<file path="config.mk">
export PLATFORM = sky130hd
export DESIGN_NAME = uart_rx_core
export DESIGN_NICKNAME = d
export VERILOG_FILES = /design/src/rtl/uart_rx_core.sv
export SDC_FILE = /design/constraint.sdc
export NUM_CORES = 1
export LEC_CHECK = 0
export BUFFER_PORTS_ARGS = -buffer_cell sky130_fd_sc_hd__buf_4
export CAP_MARGIN = 10
export CORE_UTILIZATION = 50
export DETAILED_ROUTE_END_ITERATION = 6
export GPL_TIMING_DRIVEN = 1
export PLACE_DENSITY = 0.69
export SLEW_MARGIN = 15
export SYNTH_ARGS = -nofsm -noshare
export SYNTH_HDL_FRONTEND = slang
export SYNTH_SLANG_ARGS = --single-unit
</file>
<file path="constraint.sdc">
create_clock -name CLK -period 5.75 [get_ports CLK]
set_input_delay 0 -clock CLK [delete_from_list [all_inputs] [get_ports CLK]]
set_output_delay 0 -clock CLK [all_outputs]
set_load 0.02 [all_outputs]
</file>
<file path="src/rtl/uart_rx_core.sv">
// UART receive core: oversamples RX_IN, 2-of-3 majority per bit, recovers
// start / WIDTH data (LSB first) / optional parity / stop frames.
module uart_rx_core #(
  parameter int WIDTH = 8
) (
  input  logic             CLK,
  input  logic             RST,
  input  logic             RX_IN,
  input  logic [5:0]       PRESCALE,
  input  logic             PAR_EN,
  input  logic             PAR_TYP,
  output logic [WIDTH-1:0] P_DATA,
  output logic             DATA_VALID,
  output logic             PAR_ERR,
  output logic             STP_ERR
);

  localparam int BW = $clog2(WIDTH + 1);

  typedef enum logic [2:0] {
    S_IDLE,
    S_START,
    S_DATA,
    S_PARITY,
    S_STOP
  } state_t;

  state_t           r_state;
  state_t           w_next;
  logic [5:0]       r_edge;
  logic [5:0]       r_prescale;
  logic [BW-1:0]    r_bit;
  logic             r_par_en;
  logic             r_par_typ;
  logic             r_s0;
  logic             r_s1;
  logic             r_par_bad;
  logic             r_armed;
  logic [WIDTH-1:0] r_shift;

  logic [5:0]       w_half;
  logic             w_last;
  logic             w_decide;
  logic             w_maj;
  logic             w_start;
  logic             w_last_bit;

  assign w_half     = {1'b0, r_prescale[5:1]};
  assign w_last     = (r_edge == r_prescale - 6'd1);
  assign w_decide   = (r_edge == w_half + 6'd1);
  // Third sample is the live input at the decision edge.
  assign w_maj      = (r_s0 & r_s1) | (r_s0 & RX_IN) | (r_s1 & RX_IN);
  assign w_start    = (r_state == S_IDLE) && !RX_IN && r_armed;
  assign w_last_bit = (r_bit == BW'(WIDTH - 1));

  always_ff @(posedge CLK) begin
    if (RST) r_state <= S_IDLE;
    else     r_state <= w_next;
  end

  always_comb begin
    w_next = r_state;
    unique case (r_state)
      S_IDLE:   if (w_start) w_next = S_START;
      S_START: begin
        if (w_decide && w_maj) w_next = S_IDLE;
        else if (w_last)       w_next = S_DATA;
      end
      S_DATA:   if (w_last && w_last_bit) w_next = r_par_en ? S_PARITY : S_STOP;
      S_PARITY: if (w_last) w_next = S_STOP;
      S_STOP:   if (w_decide) w_next = S_IDLE;
      default:  w_next = S_IDLE;
    endcase
  end

  always_ff @(posedge CLK) begin
    if (RST) begin
      r_edge     <= '0;
      r_bit      <= '0;
      r_prescale <= '0;
      r_par_en   <= 1'b0;
      r_par_typ  <= 1'b0;
      r_s0       <= 1'b0;
      r_s1       <= 1'b0;
      r_par_bad  <= 1'b0;
      r_armed    <= 1'b1;
      r_shift    <= '0;
      P_DATA     <= '0;
      DATA_VALID <= 1'b0;
      PAR_ERR    <= 1'b0;
      STP_ERR    <= 1'b0;
    end else begin
      DATA_VALID <= 1'b0;
      PAR_ERR    <= 1'b0;
      STP_ERR    <= 1'b0;
      if (RX_IN) r_armed <= 1'b1;

      if (r_state == S_IDLE) begin
        r_edge <= '0;
        r_bit  <= '0;
        // Detect cycle counts as edge 0, so the counter resumes at 1.
        if (w_start) begin
          r_edge     <= 6'd1;
          r_prescale <= PRESCALE;
          r_par_en   <= PAR_EN;
          r_par_typ  <= PAR_TYP;
          r_par_bad  <= 1'b0;
        end
      end else begin
        r_edge <= w_last ? '0 : r_edge + 6'd1;
        if (r_edge == w_half - 6'd1) r_s0 <= RX_IN;
        if (r_edge == w_half)        r_s1 <= RX_IN;

        if (r_state == S_DATA && w_last)
          r_bit <= w_last_bit ? '0 : r_bit + 1'b1;

        if (w_decide) begin
          case (r_state)
            S_DATA:   r_shift   <= {w_maj, r_shift[WIDTH-1:1]};
            S_PARITY: r_par_bad <= (w_maj != (^r_shift ^ r_par_typ));
            S_STOP: begin
              STP_ERR    <= !w_maj;
              PAR_ERR    <= r_par_bad;
              DATA_VALID <= w_maj && !r_par_bad;
              if (w_maj && !r_par_bad) P_DATA <= r_shift;
              if (!w_maj) r_armed <= 1'b0;
            end
            default: ;
          endcase
        end
      end
    end
  end

endmodule

</file>
# After elaboration in Yosys (flattened, before gate mapping)
# Index checks and enable logic that the tools add are counted.
dict set report classes {
  bitwise 9
  reduce_logical 22
  n_addsub 5
  eq_ne 15
  mux 21
}
# cell count
set op_table {}
lappend op_table {{2-to-1 mux 3 bit} 7}
lappend op_table {{equality test 6 bit} 3}
lappend op_table {{case mux 3 bit (5 select lines)} 1}
lappend op_table {{2-to-1 mux 6 bit} 2}
lappend op_table {{2-to-1 mux 1 bit} 10}
lappend op_table {{inequality test 2 bit (second input constant)} 4}
lappend op_table {{XOR reduction 8 bit} 1}
lappend op_table {{adder 5 x 1 -> 6 bit (second input constant)} 1}
lappend op_table {{adder 6 x 1 -> 6 bit (second input constant)} 1}
lappend op_table {{equality test 3 x 2 -> 1 bit (second input constant)} 2}
lappend op_table {{equality test 6 x 5 -> 1 bit} 1}
lappend op_table {{logical AND 1 bit} 6}
lappend op_table {{AND reduction 2 bit} 3}
lappend op_table {{AND reduction 3 bit} 2}
lappend op_table {{subtractor 5 x 1 -> 6 bit (second input constant)} 1}
lappend op_table {{subtractor 6 x 1 -> 6 bit (second input constant)} 1}
lappend op_table {{AND reduction 5 bit} 1}
lappend op_table {{adder 4 x 1 -> 4 bit (second input constant)} 1}
lappend op_table {{equality test 4 x 3 -> 1 bit (second input constant)} 1}
lappend op_table {{2-to-1 mux 4 bit} 1}
lappend op_table {{AND reduction 4 bit} 1}
lappend op_table {{nonzero test 2 bit} 2}
lappend op_table {{OR reduction 4 bit} 1}
lappend op_table {{bitwise AND 1 bit} 3}
lappend op_table {{other kinds (10)} 15}
dict set report word_totals {
  reg_bits 44
  input_bits 11
  out_inout_bits 11
}

# Logic depth before layout (Yosys ltp)
dict set report depth {
  depth_word 7
  mapped_depth 9
  depth_no_buf 8
}

# Worst setup path after synthesis
# Ideal clock, no wire load.
dict set report synth_timing {
  path_type {reg-to-reg}
  startpoint {register r_prescale[1]}
  endpoint {register P_DATA[0]}
  path_stages_with_launch 10
  setup_ns 0.128
  slack_ns 3.426
  path_buffers 1
  t_arrival_ns 2.196
  cell_sequence {dfxtp_1 buf_2 inv_1 ha_1 xor2_1 nor2_1 nand4_4 nor4_4 mux2i_1 nor2_1}
}
dict set report synth_via {
  elab_chain_len 3
}
# item line
set synth_rtl {}
lappend synth_rtl {{from (decl)} 31} ;# logic [5:0] r_prescale;
lappend synth_rtl {{from (signal assigned)} 80} ;# r_prescale <= '0;
lappend synth_rtl {{from (signal assigned)} 104} ;# r_prescale <= PRESCALE;
lappend synth_rtl {{adder 5 x 1 -> 6 bit} 50} ;# assign w_decide = (r_edge == w_half + 6'd1);
lappend synth_rtl {{equality test 6 bit} 50}
lappend synth_rtl {{AND reduction 4 bit (no line)} --}
lappend synth_rtl {{to (signal assigned)} 125} ;# if (w_maj && !r_par_bad) P_DATA <= r_shift;
lappend synth_rtl {{to (decl)} 12} ;# output logic [WIDTH-1:0] P_DATA,
# No other way between the ends.
# A chain may end at the register's enable or synchronous reset.

# Worst setup path after layout
dict set report layout_timing {
  startpoint {register r_prescale[2]}
  endpoint {register P_DATA[1]}
}
# Same word-level chain as after synthesis.

==> out/metrics.yaml <==
sta:
  worst_slack_ns: 3.10
  setup-violations-final: 0
  skew_ns: 0.00811
  hold-worst-slack_ns: 0.0902
  tightest_slew_ns: 0.748
  final_max_slew_viol_count: 0
  maxSlewHeadroom_pct: 49.7
  rsz0062_at_grt: "false"
  timing.final.crit_period_ns: 2.65
  clock.fmax_mhz: 377
  period_share_pct: 46.1
  hold_viol: 0
  timing.setup.tns_ns: 0
cells_and_area:
  layout.cells.non_filler: 338
  area_growth_pct: 15.0
  diodes: 0
  nets: 302
  multi_input_area_mm2: 0.00138
  final_core_util_pct: 61.3
  fillers: 405
  final-seq-area_um2: 881
  drive_gt1_share_pct: 14.0
synth:
  yosysUniqueCellTypes: 49
  netlist_area_mm2: 0.00237
  synth_adder_area_share_pct: 3.59
  synth-seq-cells: 44
  ys_warn_count: 0
  synthArstFlopShare_pct: 0
  synthCells: 261
  synthSimpleGateAreaFrac_pct: 21.7
  synth_edf_count: 0
  synth_top_family_by_area: "simple AND/OR/NAND/NOR gates"
  synth-compound-area-share_pct: 7.76
  synth_xor_area_share_pct: 12.5
  synth_fp_nets: 278
  syn_avg_cell_area_um2: 9.08
  synth.yosys.seq_area_share_pct: 37.2
  ys_dominant_reg_cell: "dfxtp_1"
  muxShareOfSynthArea_pct: 12.7
clock_tree:
  postCtsSetupRepairBufs: 0
  worstSkewPairLatency_ns: 0.30
  cts.clk_slew.worst_paths_ns: 0.09
  clock_path_buffers: 2
  clock-root-buffer: "clkbuf_8"
  cts_buffers: 5
  cts_tree: "built"
  cts.sinks: 44
  htree_levels: 2
detailed_routing:
  wl_per_cell_um: 13.5
  drt_iter0_markers: 53
  first_pass_iters: 6
  via_per_inst: 5.27
  drc_errors: 0
  vias: 1782
  finalWirelength_mm: 4.56
  final_antenna_net_count: 0
die:
  start_util_pct: 53.4
  die_x_um: 70.9
  dieArea_mm2: 0.00502
  ios: 22
  fp.dieH_um: 70.9
  core_area_mm2: 0.00444
  row_count: 24
power_and_ir_drop:
  vdd_drop_max_mv: 0.183
  power.density_mw_per_mm2: 343
  p_leak_nw: 1.05
critical_path:
  rr_startpoint: "r_prescale[2]$_SDFFE_PP0P_"
  required_ns: 5.94
  cp-start-kind: "flip-flop"
  crit_fanout: 9
  crit_start: "r_prescale[2]$_SDFFE_PP0P_"
  cp.arrival_ns: 2.84
  endpoint_kind: "flip-flop"
  worst-setup-path-type: "flip-flop to flip-flop"
global_route:
  grt_max_degree: 36
  busiest_layer: "met2"
  grt_pass1_vias: 1670
  use_met1_pct: 26.0
  antenna_found_initial: 0
  grt_pass1_wl_mm: 7.78
  grt_remaining_overflow: 0
  grt_usage_pct: 19.6
  use_met3_pct: 3.99
  grtUsageMet2_pct: 31.7
hold_path:
  hold_start: "RST"
  hold_class: "input port to flip-flop"
place:
  port_buffers: 21
  pre_cts_ws_ns: 3.08
  place.gp.congestion: 0.832
  dpl.hpwl_mm: 3.19
  place_inst: 321
job:
  maxCapViolCount: 0
outcome:
  status: "completed"
cell usage after synthesis, types with 2 or more instances:
master    instances  area (um^2)
o211ai_1          3         22.5
buf_2             2         10.0
o311ai_0          2         17.5
buf_4             2         15.0
inv_1            10         37.5
mux2i_1          30          300
dfxtp_1          44          881
xnor2_1          18          158
o31ai_1           2         15.0
nand2_1           9         33.8
buf_6             2         22.5
nand2b_1          3         18.8
nor2_1           51          191
or3_1             2         12.5
o21ai_0           2         10.0
nand3_1           9         45.0
xnor2_2           2         32.5
clkbuf_1          7         26.3
xor2_1           12          105
ha_1              6         75.1
nor4_1            6         37.5
a21oi_1           6         30.0
nor3_1            5         25.0
worst paths after layout:
path / end / depth (start not counted) / slack (ns)
max: P_DATA[1]$_SDFFE_PP0P_ / 8 / 3.10
min: P_DATA[5]$_SDFFE_PP0P_ / 2 / 0.09
max reg2reg: P_DATA[1]$_SDFFE_PP0P_ / 8 / 3.10
min reg2reg: PAR_ERR$_SDFF_PP0_ / 2 / 0.47
per-layer routing:
metal	vias to the layer above	share of wire (%)	wire (um)
li1	940	-	-
met1	809	51	2330
met2	28	44	2020
met3	5	3.4	156
met4	0	1.2	53
met5	-	0	0
layout by cell type (no fill, tap or decap), types with 2 or more instances in the layout:
cell type,instances
buf_4,21
xnor2_1,18
nor3_1,5
clkbuf_8,5
o311ai_0,2
inv_1,10
xnor2_2,2
or3_1,2
o21ai_0,2
nand2b_1,3
nand3_1,9
mux2i_1,30
clkinv_4,2
o211ai_1,3
ha_1,6
nand2_1,9
dlygate4sd3_1,9
nor2_1,51
dfxtp_1,44
nor4_1,6
a21oi_1,6
o31ai_1,2
xor2_1,12
state kept, by name, indices dropped and copies added (netlist names), 3 cells and up:
| register | flops |
|---|---|
| r_edge | 6 |
| r_bit | 4 |
| P_DATA | 8 |
| r_shift | 8 |
| r_prescale | 6 |
| r_state | 3 |
final cells by class:
type,instances,area share (%)
tap,52,2.39
clock buffer,5,2.52
multi-input combinational,194,50.6
timing repair buffer,30,9.09
inverter,10,1.38
sequential,44,32.3
clock inverter,3,1.74
logic make-up after synthesis:
family,after synthesis
and+or+nand+nor,100
DFF,44
xor gates and xnor gates,32
muxes,30
AOI/OAI and AO/OA,25
buffers and inverters,23
adders and majority gates,7
metrics by stage:
step	cell area, um^2	power, W
finish	2730	0.000934
global route	2730	0.000995
detailed placement	2520	0.000693
floorplan	2370	0.000636
CTS	2730	0.000943
global placement	2520	0.000691
worst max-delay path: stages (launching register included):
cell	delay [ns]
dfxtp_1	0.51
inv_1	0.13
ha_1	0.30
xor2_1	0.16
nor2_1	0.20
nand4_4	0.17
nor4_4	0.73
mux2i_1	0.27
nor2_1	0.05
where the power goes:
part | switching, W | internal (W) | total [W]
clock | 0.000110 | 0.000131 | 0.000241
sequential | 0.0000453 | 0.000330 | 0.000375
combinational | 0.000180 | 0.000137 | 0.000317
total | 0.000336 | 0.000598 | 0.000934
timing repair:
action | 4_1_cts | 5_1_grt
hold endpoints to repair | 11 | 0
hold buffers | 9 | 0
gates resized for setup | 0 | 0
(Power assumes the default switching activity.)
